`src/rtl/i2c_burst_master.sv`:
```
// I2C burst master: START, address byte, up to 2^LEN_W-1 data bytes, STOP.
// Each SCL bit is four quarters of PRESCALE clk; SCL is stretched low while waiting for write data.
//
// state      | meaning
// IDLE       | bus released, waiting for start
// START      | SDA low with SCL high, then SCL low
// ADDR       | shifting {addr,rw}
// ADDR_ACK   | sampling slave ACK for address
// WAIT_WR    | SCL held low until a write byte arrives
// WRITE      | shifting write byte
// WRITE_ACK  | sampling slave ACK for data
// READ       | shifting in a byte from the slave
// READ_ACK   | master ACK (more bytes) or NACK (last byte)
// STOP       | SDA low, SCL high, then SDA high
module i2c_burst_master #(
  parameter int PRESCALE = 2,
  parameter int LEN_W    = 4
) (
  input  logic             clk,
  input  logic             rst,
  input  logic             start,
  input  logic             rw,
  input  logic [6:0]       addr,
  input  logic [LEN_W-1:0] len,
  input  logic [7:0]       wr_data,
  input  logic             wr_valid,
  output logic             wr_ready,
  output logic [7:0]       rd_data,
  output logic             rd_valid,
  output logic             busy,
  output logic             done,
  output logic             nack,
  output logic [3:0]       state,
  output logic             sclk,
  input  logic             sda_in,
  output logic             sda_out
);
  localparam int PW = (PRESCALE > 1) ? $clog2(PRESCALE) : 1;
  localparam logic [PW-1:0] P_LOAD = PW'(PRESCALE - 1);

  typedef enum logic [3:0] {
    IDLE = 4'd0, START = 4'd1, ADDR = 4'd2, ADDR_ACK = 4'd3, WAIT_WR = 4'd4,
    WRITE = 4'd5, WRITE_ACK = 4'd6, READ = 4'd7, READ_ACK = 4'd8, STOP = 4'd9
  } state_t;

  state_t           st;
  logic [PW-1:0]    pcnt;
  logic [1:0]       q;
  logic [2:0]       bcnt;
  logic [7:0]       sh;
  logic [LEN_W-1:0] cnt;
  logic             rw_q;

  assign state = st;

  always_ff @(posedge clk) begin
    if (!rst) begin
      st       <= IDLE;
      pcnt     <= '0;
      q        <= 2'd0;
      bcnt     <= 3'd0;
      sh       <= 8'd0;
      cnt      <= '0;
      rw_q     <= 1'b0;
      sclk     <= 1'b1;
      sda_out  <= 1'b1;
      busy     <= 1'b0;
      done     <= 1'b0;
      nack     <= 1'b0;
      wr_ready <= 1'b0;
      rd_valid <= 1'b0;
      rd_data  <= 8'd0;
    end else begin
      done     <= 1'b0;
      rd_valid <= 1'b0;
      case (st)
        IDLE: begin
          if (start) begin
            rw_q    <= rw;
            cnt     <= len;
            sh      <= {addr, rw};
            nack    <= 1'b0;
            busy    <= 1'b1;
            sda_out <= 1'b0;
            pcnt    <= P_LOAD;
            q       <= 2'd0;
            st      <= START;
          end
        end
        START, STOP: begin
          if (pcnt != '0) pcnt <= pcnt - PW'(1);
          else begin
            pcnt <= P_LOAD;
            q    <= q + 2'd1;
            if (st == START) begin
              if (q == 2'd0) sclk <= 1'b0;
              else begin
                // SCL has been low a full quarter before the first data bit moves SDA
                st      <= ADDR;
                q       <= 2'd0;
                bcnt    <= 3'd7;
                sda_out <= sh[7];
              end
            end else begin
              if (q == 2'd0) sclk <= 1'b1;
              else if (q == 2'd1) sda_out <= 1'b1;
              else begin
                st   <= IDLE;
                q    <= 2'd0;
                busy <= 1'b0;
                done <= 1'b1;
              end
            end
          end
        end
        WAIT_WR: begin
          if (wr_valid && wr_ready) begin
            sh       <= wr_data;
            sda_out  <= wr_data[7];
            wr_ready <= 1'b0;
            bcnt     <= 3'd7;
            pcnt     <= P_LOAD;
            q        <= 2'd0;
            st       <= WRITE;
          end
        end
        ADDR, ADDR_ACK, WRITE, WRITE_ACK, READ, READ_ACK: begin
          if (pcnt != '0) pcnt <= pcnt - PW'(1);
          else begin
            pcnt <= P_LOAD;
            q    <= q + 2'd1;
            if (q == 2'd0) sclk <= 1'b1;
            if (q == 2'd2) begin
              // one shifter serves transmit and receive; sh[0] holds the latest sample
              sclk <= 1'b0;
              sh   <= {sh[6:0], sda_in};
              if (st == READ && bcnt == 3'd0) begin
                rd_data  <= {sh[6:0], sda_in};
                rd_valid <= 1'b1;
                if (cnt != '0) cnt <= cnt - LEN_W'(1);
              end
            end
            if (q == 2'd3) begin
              case (st)
                ADDR, WRITE: begin
                  if (bcnt == 3'd0) begin
                    st      <= (st == ADDR) ? ADDR_ACK : WRITE_ACK;
                    sda_out <= 1'b1;
                    if (st == WRITE && cnt != '0) cnt <= cnt - LEN_W'(1);
                  end else begin
                    bcnt    <= bcnt - 3'd1;
                    sda_out <= sh[7];
                  end
                end
                READ: begin
                  if (bcnt == 3'd0) begin
                    st      <= READ_ACK;
                    sda_out <= (cnt == '0);
                  end else bcnt <= bcnt - 3'd1;
                end
                ADDR_ACK, WRITE_ACK: begin
                  if (sh[0]) begin
                    nack    <= 1'b1;
                    sda_out <= 1'b0;
                    st      <= STOP;
                  end else if (cnt == '0) begin
                    sda_out <= 1'b0;
                    st      <= STOP;
                  end else if (st == ADDR_ACK && rw_q) begin
                    bcnt    <= 3'd7;
                    sda_out <= 1'b1;
                    st      <= READ;
                  end else begin
                    wr_ready <= 1'b1;
                    st       <= WAIT_WR;
                  end
                end
                READ_ACK: begin
                  if (cnt == '0) begin
                    sda_out <= 1'b0;
                    st      <= STOP;
                  end else begin
                    bcnt    <= 3'd7;
                    sda_out <= 1'b1;
                    st      <= READ;
                  end
                end
                default: st <= IDLE;
              endcase
            end
          end
        end
        default: st <= IDLE;
      endcase
    end
  end
endmodule

```
`config.mk`:
```
export PLATFORM = sky130hd
export DESIGN_NAME = i2c_burst_master
export DESIGN_NICKNAME = d
export VERILOG_FILES = /design/src/rtl/i2c_burst_master.sv
export SDC_FILE = /design/constraint.sdc
export NUM_CORES = 1
export LEC_CHECK = 0
export ABC_AREA = 1
export BUFFER_PORTS_ARGS = -buffer_cell sky130_fd_sc_hd__buf_2
export CORE_MARGIN = 3
export CORE_UTILIZATION = 27
export CTS_BUF_LIST = sky130_fd_sc_hd__clkbuf_4
export DETAILED_ROUTE_END_ITERATION = 8
export PLACE_DENSITY = 0.43
export SYNTH_ARGS = -nofsm -noshare
export SYNTH_HDL_FRONTEND = slang
export SYNTH_SLANG_ARGS = --single-unit
```
`constraint.sdc`:
```
create_clock -name clk -period 4.5 [get_ports clk]
set_clock_uncertainty 0.1 [all_clocks]
set_input_delay 0.9 -clock clk [delete_from_list [all_inputs] [get_ports clk]]
set_output_delay 0.9 -clock clk [all_outputs]
set_load 0.02 [all_outputs]
```
# Yosys cells after proc, flatten, opt, wreduce, memory -nomap -nowiden
# Cells that the tools add are included.
[totals]
reg_bits = 38
input_bits = 25
output_inout_bits = 19
word_cells = 205
[op_classes]
addsub = 4
eq_ne = 40
muxes = 103
bitwise = 5
n_reduce_logical = 38
[op_table]
columns = ["op", "n"]
rows = [
  ["$mux 4", 23],
  ["$mux 1", 41],
  ["$mux 3", 12],
  ["$mux 8", 4],
  ["$pmux 4 s4", 2],
  ["$ne 3x3->1 const B", 10],
  ["$ne 2x2->1 const B", 14],
  ["$pmux 8 s3", 1],
  ["$mux 2", 9],
  ["$pmux 3 s3", 2],
  ["$eq 4x3->1 const B", 4],
  ["$reduce_and 13->1", 1],
  ["$reduce_and 6->1", 2],
  ["$reduce_and 11->1", 1],
  ["$reduce_and 5->1", 2],
  ["$reduce_and 9->1", 1],
  ["$reduce_bool 3->1", 3],
  ["$eq 4x2->1 const B", 2],
  ["$eq 4x4->1 const B", 2],
  ["$logic_not 4->1", 2],
  ["$pmux 1 s2", 4],
  ["$pmux 1 s4", 2],
  ["$pmux 2 s4", 1],
  ["$pmux 4 s2", 1],
  ["other kinds (28)", 44],
]

# Longest topological paths before layout
[depth]
ltp_word = 10
depth_mapped = 13
ltp_nobuf = 13

# Worst setup path before layout
# No wires, ideal clock.
[synth_path]
kind = "in2reg"
startpoint = "input port start"
endpoint = "register sh[7]"
setup_time_ps = 113
arrival_time_ps = 1712
setup_slack_ps = 2575
stages = 8
cell_sequence = "or2_2 > nand2_1 > inv_2 > nand4_4 > buf_6 > nand2_1 > nand2_1 > nor2_1"
[synth_between]
elab_chain_cells = 2
[synth_lines]
columns = ["item", "line", "rtl"]
rows = [
  ["start: declaration", "21", "input logic start,"],
  ["$ne 2x2->1 (no line)", "n/a", ""],
  ["$reduce_and 5->1 (no line)", "n/a", ""],
  ["end signal: assignment", "81", "sh <= {addr, rw};"],
  ["end signal: assignment", "118", "sh <= wr_data;"],
  ["end signal: assignment", "136", "sh <= {sh[6:0], sda_in};"],
  ["end: declaration", "50", "logic [7:0] sh;"],
]
# Every way passes these cells.
# A chain may end at the register's enable or synchronous reset.

# Worst setup path after layout
[layout_path]
startpoint = "register st[3], in the netlist state[3]"
endpoint = "register q[1]"
[layout_between]
elab_chain_cells = 4
word_cells_on_any_way = 21
cone_classes = "13 x eq/ne; 3 x mux; 5 x reduce/logical"
[layout_lines]
columns = ["item", "line", "rtl"]
rows = [
  ["start: declaration", "46", "state_t st;"],
  ["start signal: assignment", "147", "st <= (st == ADDR) ? ADDR_ACK : WRITE_ACK;"],
  ["$eq 4x3->1, or another cell as far along", "76", "case (st)"],
  ["$reduce_or 6->1, or another cell as far along", "76", ""],
  ["$reduce_bool 4->1 (no line), or another cell as far along", "n/a", ""],
  ["$reduce_and 5->1 (no line) / $pmux 2 s4 (equally long branches)", "n/a", ""],
  ["end signal: assignment", "94", "q <= q + 2'd1;"],
  ["end signal: assignment", "131", "q <= q + 2'd1;"],
  ["end: declaration", "48", "logic [1:0] q;"],
]
# Parallel ways exist; a longest one is shown, timed or not. The select of a mux whose other input is x is not followed.

==> implementation parameters <==
Parameter                              Value

Run status
  Outcome    finished, final reports clean

Final layout
  Total number of nets in the final design    480
  Number of fill cells in the layout    1011
  Final Instance Area    2860 um^2
  Post-route core utilization    32.3%
  Area used by multi-input combinational logic    1540 um^2
  Most common library cell in the layout ignoring fill and taps    sky130_fd_sc_hd__nand2_1
  Fraction of final layout cells sized beyond drive strength 1    17.9%
  P&R area growth vs syn    14.7%
  Most used cells in the layout excluding fill and tap cells    sky130_fd_sc_hd__nand2_1 (139), sky130_fd_sc_hd__nor2_1 (62), sky130_fd_sc_hd__buf_2 (43)
  Count of antenna diodes in the layout    0
  Reg area    761 um^2

Power
  Combinational group share of total power    64.2%
  Pwr Density    692 nW/um^2
  Net Sw Power    0.00109 W
  Part of the total power dissipated in sequential elements    26.3%
  Clock share of power    9.5%
  Int Power    0.000890 W
  Pleak    1.44 nW
  Sw Ratio    55.0%
  Highest ir drop seen on vdd    202 uV

Synth
  Post-synthesis cell area    2490 um^2
  Syn_nets    437
  Ranking of synthesized cells by area    sky130_fd_sc_hd__dfxtp_1 (31%), sky130_fd_sc_hd__nand2_1 (21%), sky130_fd_sc_hd__nor2_1 (9.3%)
  Average instance area after synthesis    6.18 um^2
  Share of the yosys chip area belonging to registers    30.5%
  Yosys warnings    0
  Post-synthesis instance total    403
  Synth unique cells    34
  Area fraction of the dominant cell type after synthesis    30.5%
  FF+latch count, synth    38
  Largest area contributor in the synthesized netlist    sky130_fd_sc_hd__dfxtp_1

Timing
  Pin slew with the least headroom to its limit    1.10 ns
  Tcrit/Tclk final    55.8%
  Final Setup Violations    0
  Setup repair after global routing missed its margin    false
  Maximum operating frequency    398 MHz
  Clock period minus final worst setup slack    2.51 ns
  Pins Over Slew Limit    0
  Final Hold Vio Count    0
  Final worst hold slack    0.368 ns
  Post-Route Setup TNS    0 ns
  Remaining max-slew budget at the tightest pin    26.3%

Clocking
  Postcts setup bufs    0
  Clock slew seen by the registers of the worst setup and hold paths    0.13 ns
  TritonCTS buffer count    5
  PostCTS Resize Cnt    0
  Hold_buf cts    0
  Clock latency on the worst-skew pair    0.36 ns
  Root Buffer Master    sky130_fd_sc_hd__clkbuf_4
  Number of clock sinks    38
  Clock tree from TritonCTS    built
  Buffer depth of the longest clock path    2
  H-Tree Depth    2

Detailed routing
  Final routed wirelength across all metal layers    7.62 mm
  Max layer used    met4
  Drt drc    0
  Met1 wire length    3.66 mm
  Detailed-router iteration count before antenna repair    4
  Via count    2609
  Met3 WL    393 um
  Vias per std cell    4.70
  Antenna-violating nets left    0
  Iter 0 DRT Violations    129
  Routed length on met2    3.47 mm
  Routed length per instance    13.7 um

Critical path
  Worst path slowest cell    sky130_fd_sc_hd__nor2_1
  Highest net fanout along the worst path    13
  Startpoint-to-endpoint class of the critical path    reg2reg
  Data required time of the worst path    4.66 ns
  Crit path buffers/inverters    2
  Most frequent cell on the critical path    sky130_fd_sc_hd__nand2_1
  Stage delay of the slowest cell on the critical path    0.85 ns
  Endpoint arrival time on the critical path    2.67 ns
  Ordered cell list for the critical path    inv_2 -> nand2_1 -> nor2_1 -> nand2_2 -> nand2_1 -> inv_2 -> nand4_1 -> nand2_1 -> nand2_1 -> nor2_1
  Delay-heaviest family, CP    simple AND/OR/NAND/NOR gates
  Launching element type of the critical path    flip-flop
  Crit end category    flip-flop

GRT
  Number of antenna violations at the first check in global routing    0
  Vias in the first global route    2474
  Maximum number of pins on one net before global-route repair    25
  Remaining Overflow, GRT    0
  Gr usage total    15.3%
  Wire length of the first global-routing pass    12.4 mm

Placement
  Number of input and output port buffers inserted    43
  Placed wire-length estimate after detailed placement    5.80 mm
  Placement Cell Area    2800 um^2
  Placer's final routability congestion estimate    0.895

Die
  Number of cell rows    34
  Y dimension of the die    102 um
  Number of primary I/O pins    44
  Initial Util    28.2%
  Die X-Extent    102 um
  DIE AREA    10400 um^2
  Area of the core region    8850 um^2

Worst hold path
  Type of the most critical hold path    reg2reg

Flow run
  Max_cap viols    0
## flip-flops by register name (all words and copies together) (netlist names), 2 cells and up
register	count
bcnt	3
cnt	4
q	2
rd_data	8
sh	8
state	4
## power groups by stage
stage                     clock, W  combinational (W)  sequential (W)
after detailed placement         0            0.00127        0.000528
final                     0.000188            0.00127        0.000520
after CTS                 0.000195            0.00127        0.000521
after global routing      0.000210            0.00145        0.000533
after floorplan                  0           0.000952        0.000543
after global placement           0            0.00128        0.000527
## tightest hold or removal path, stage by stage, from the launching register on
cell and delay [ns]:
sky130_fd_sc_hd__dfxtp_1 0.33, sky130_fd_sc_hd__nand2_1 0.06, sky130_fd_sc_hd__a21oi_1 0.05
## kinds of logic (layout without fill, tap and decap cells)
group                    Yosys count  in the layout  share of synthesized area [%]
flip-flops                        38             38                           30.5
AO/OA/AOI/OAI                     37             37                           8.64
XOR/XNOR                           3              3                           1.05
AND/OR/NAND/NOR                  268            268                           47.5
buffers and inverters             48             92                           7.78
adder cells (fa/ha/maj)            9              9                           4.52
## stage by stage
| stage | cells | worst slack (ns) | total power [W] |
|---|---|---|---|
| global placement | 547 | 1.99 | 0.00180 |
| floorplan | 403 | 2.58 | 0.00149 |
| global route | 555 | 1.77 | 0.00220 |
| CTS | 555 | 1.98 | 0.00199 |
| finish | 555 | 1.99 | 0.00198 |
| detailed placement | 547 | 2.00 | 0.00179 |
## synth_stat cells, drive strengths merged
cell	instances
o21ai	11
ha	9
inv	40
dfxtp	38
nand4	8
or2	1
clkinv	1
a22oi	1
nand3b	1
buf	4
nor4	1
a21o	1
a21oi	21
clkbuf	3
o2bb2ai	1
o21bai	1
nand2	148
xor2	1
nor2	71
nor3	1
xnor2	2
nand3	37
o22ai	1
## cell type report
cell class	count	area share [%]
Multi-Input combinational cell	317	53.8
Sequential cell	38	26.6
Timing Repair Buffer	43	7.53
Inverter	41	5.47
Tap cell	108	4.73
Clock buffer	5	1.31
Clock inverter	3	0.569
## layer usage
layer  vias to the layer above  global-route usage, %
li1                       1356                      -
met1                      1179                   20.9
met2                        67                   24.2
met3                         7                   3.14
met4                         0                   4.64
met5                         -                      0
## worst paths after layout
kind | slack, ns | start | end | depth (start not counted)
setup / recovery | 1.99 | state[3]$_SDFFE_PN0P_ | q[1]$_SDFFE_PN0P_ | 10
hold reg to reg | 0.37 | rd_data[4]$_SDFFE_PN0P_ | rd_data[4]$_SDFFE_PN0P_ | 2
setup reg to reg | 1.99 | state[3]$_SDFFE_PN0P_ | q[1]$_SDFFE_PN0P_ | 10
hold / removal | 0.37 | rd_data[4]$_SDFFE_PN0P_ | rd_data[4]$_SDFFE_PN0P_ | 2
Note: power is estimated with default switching activity, not from simulation.
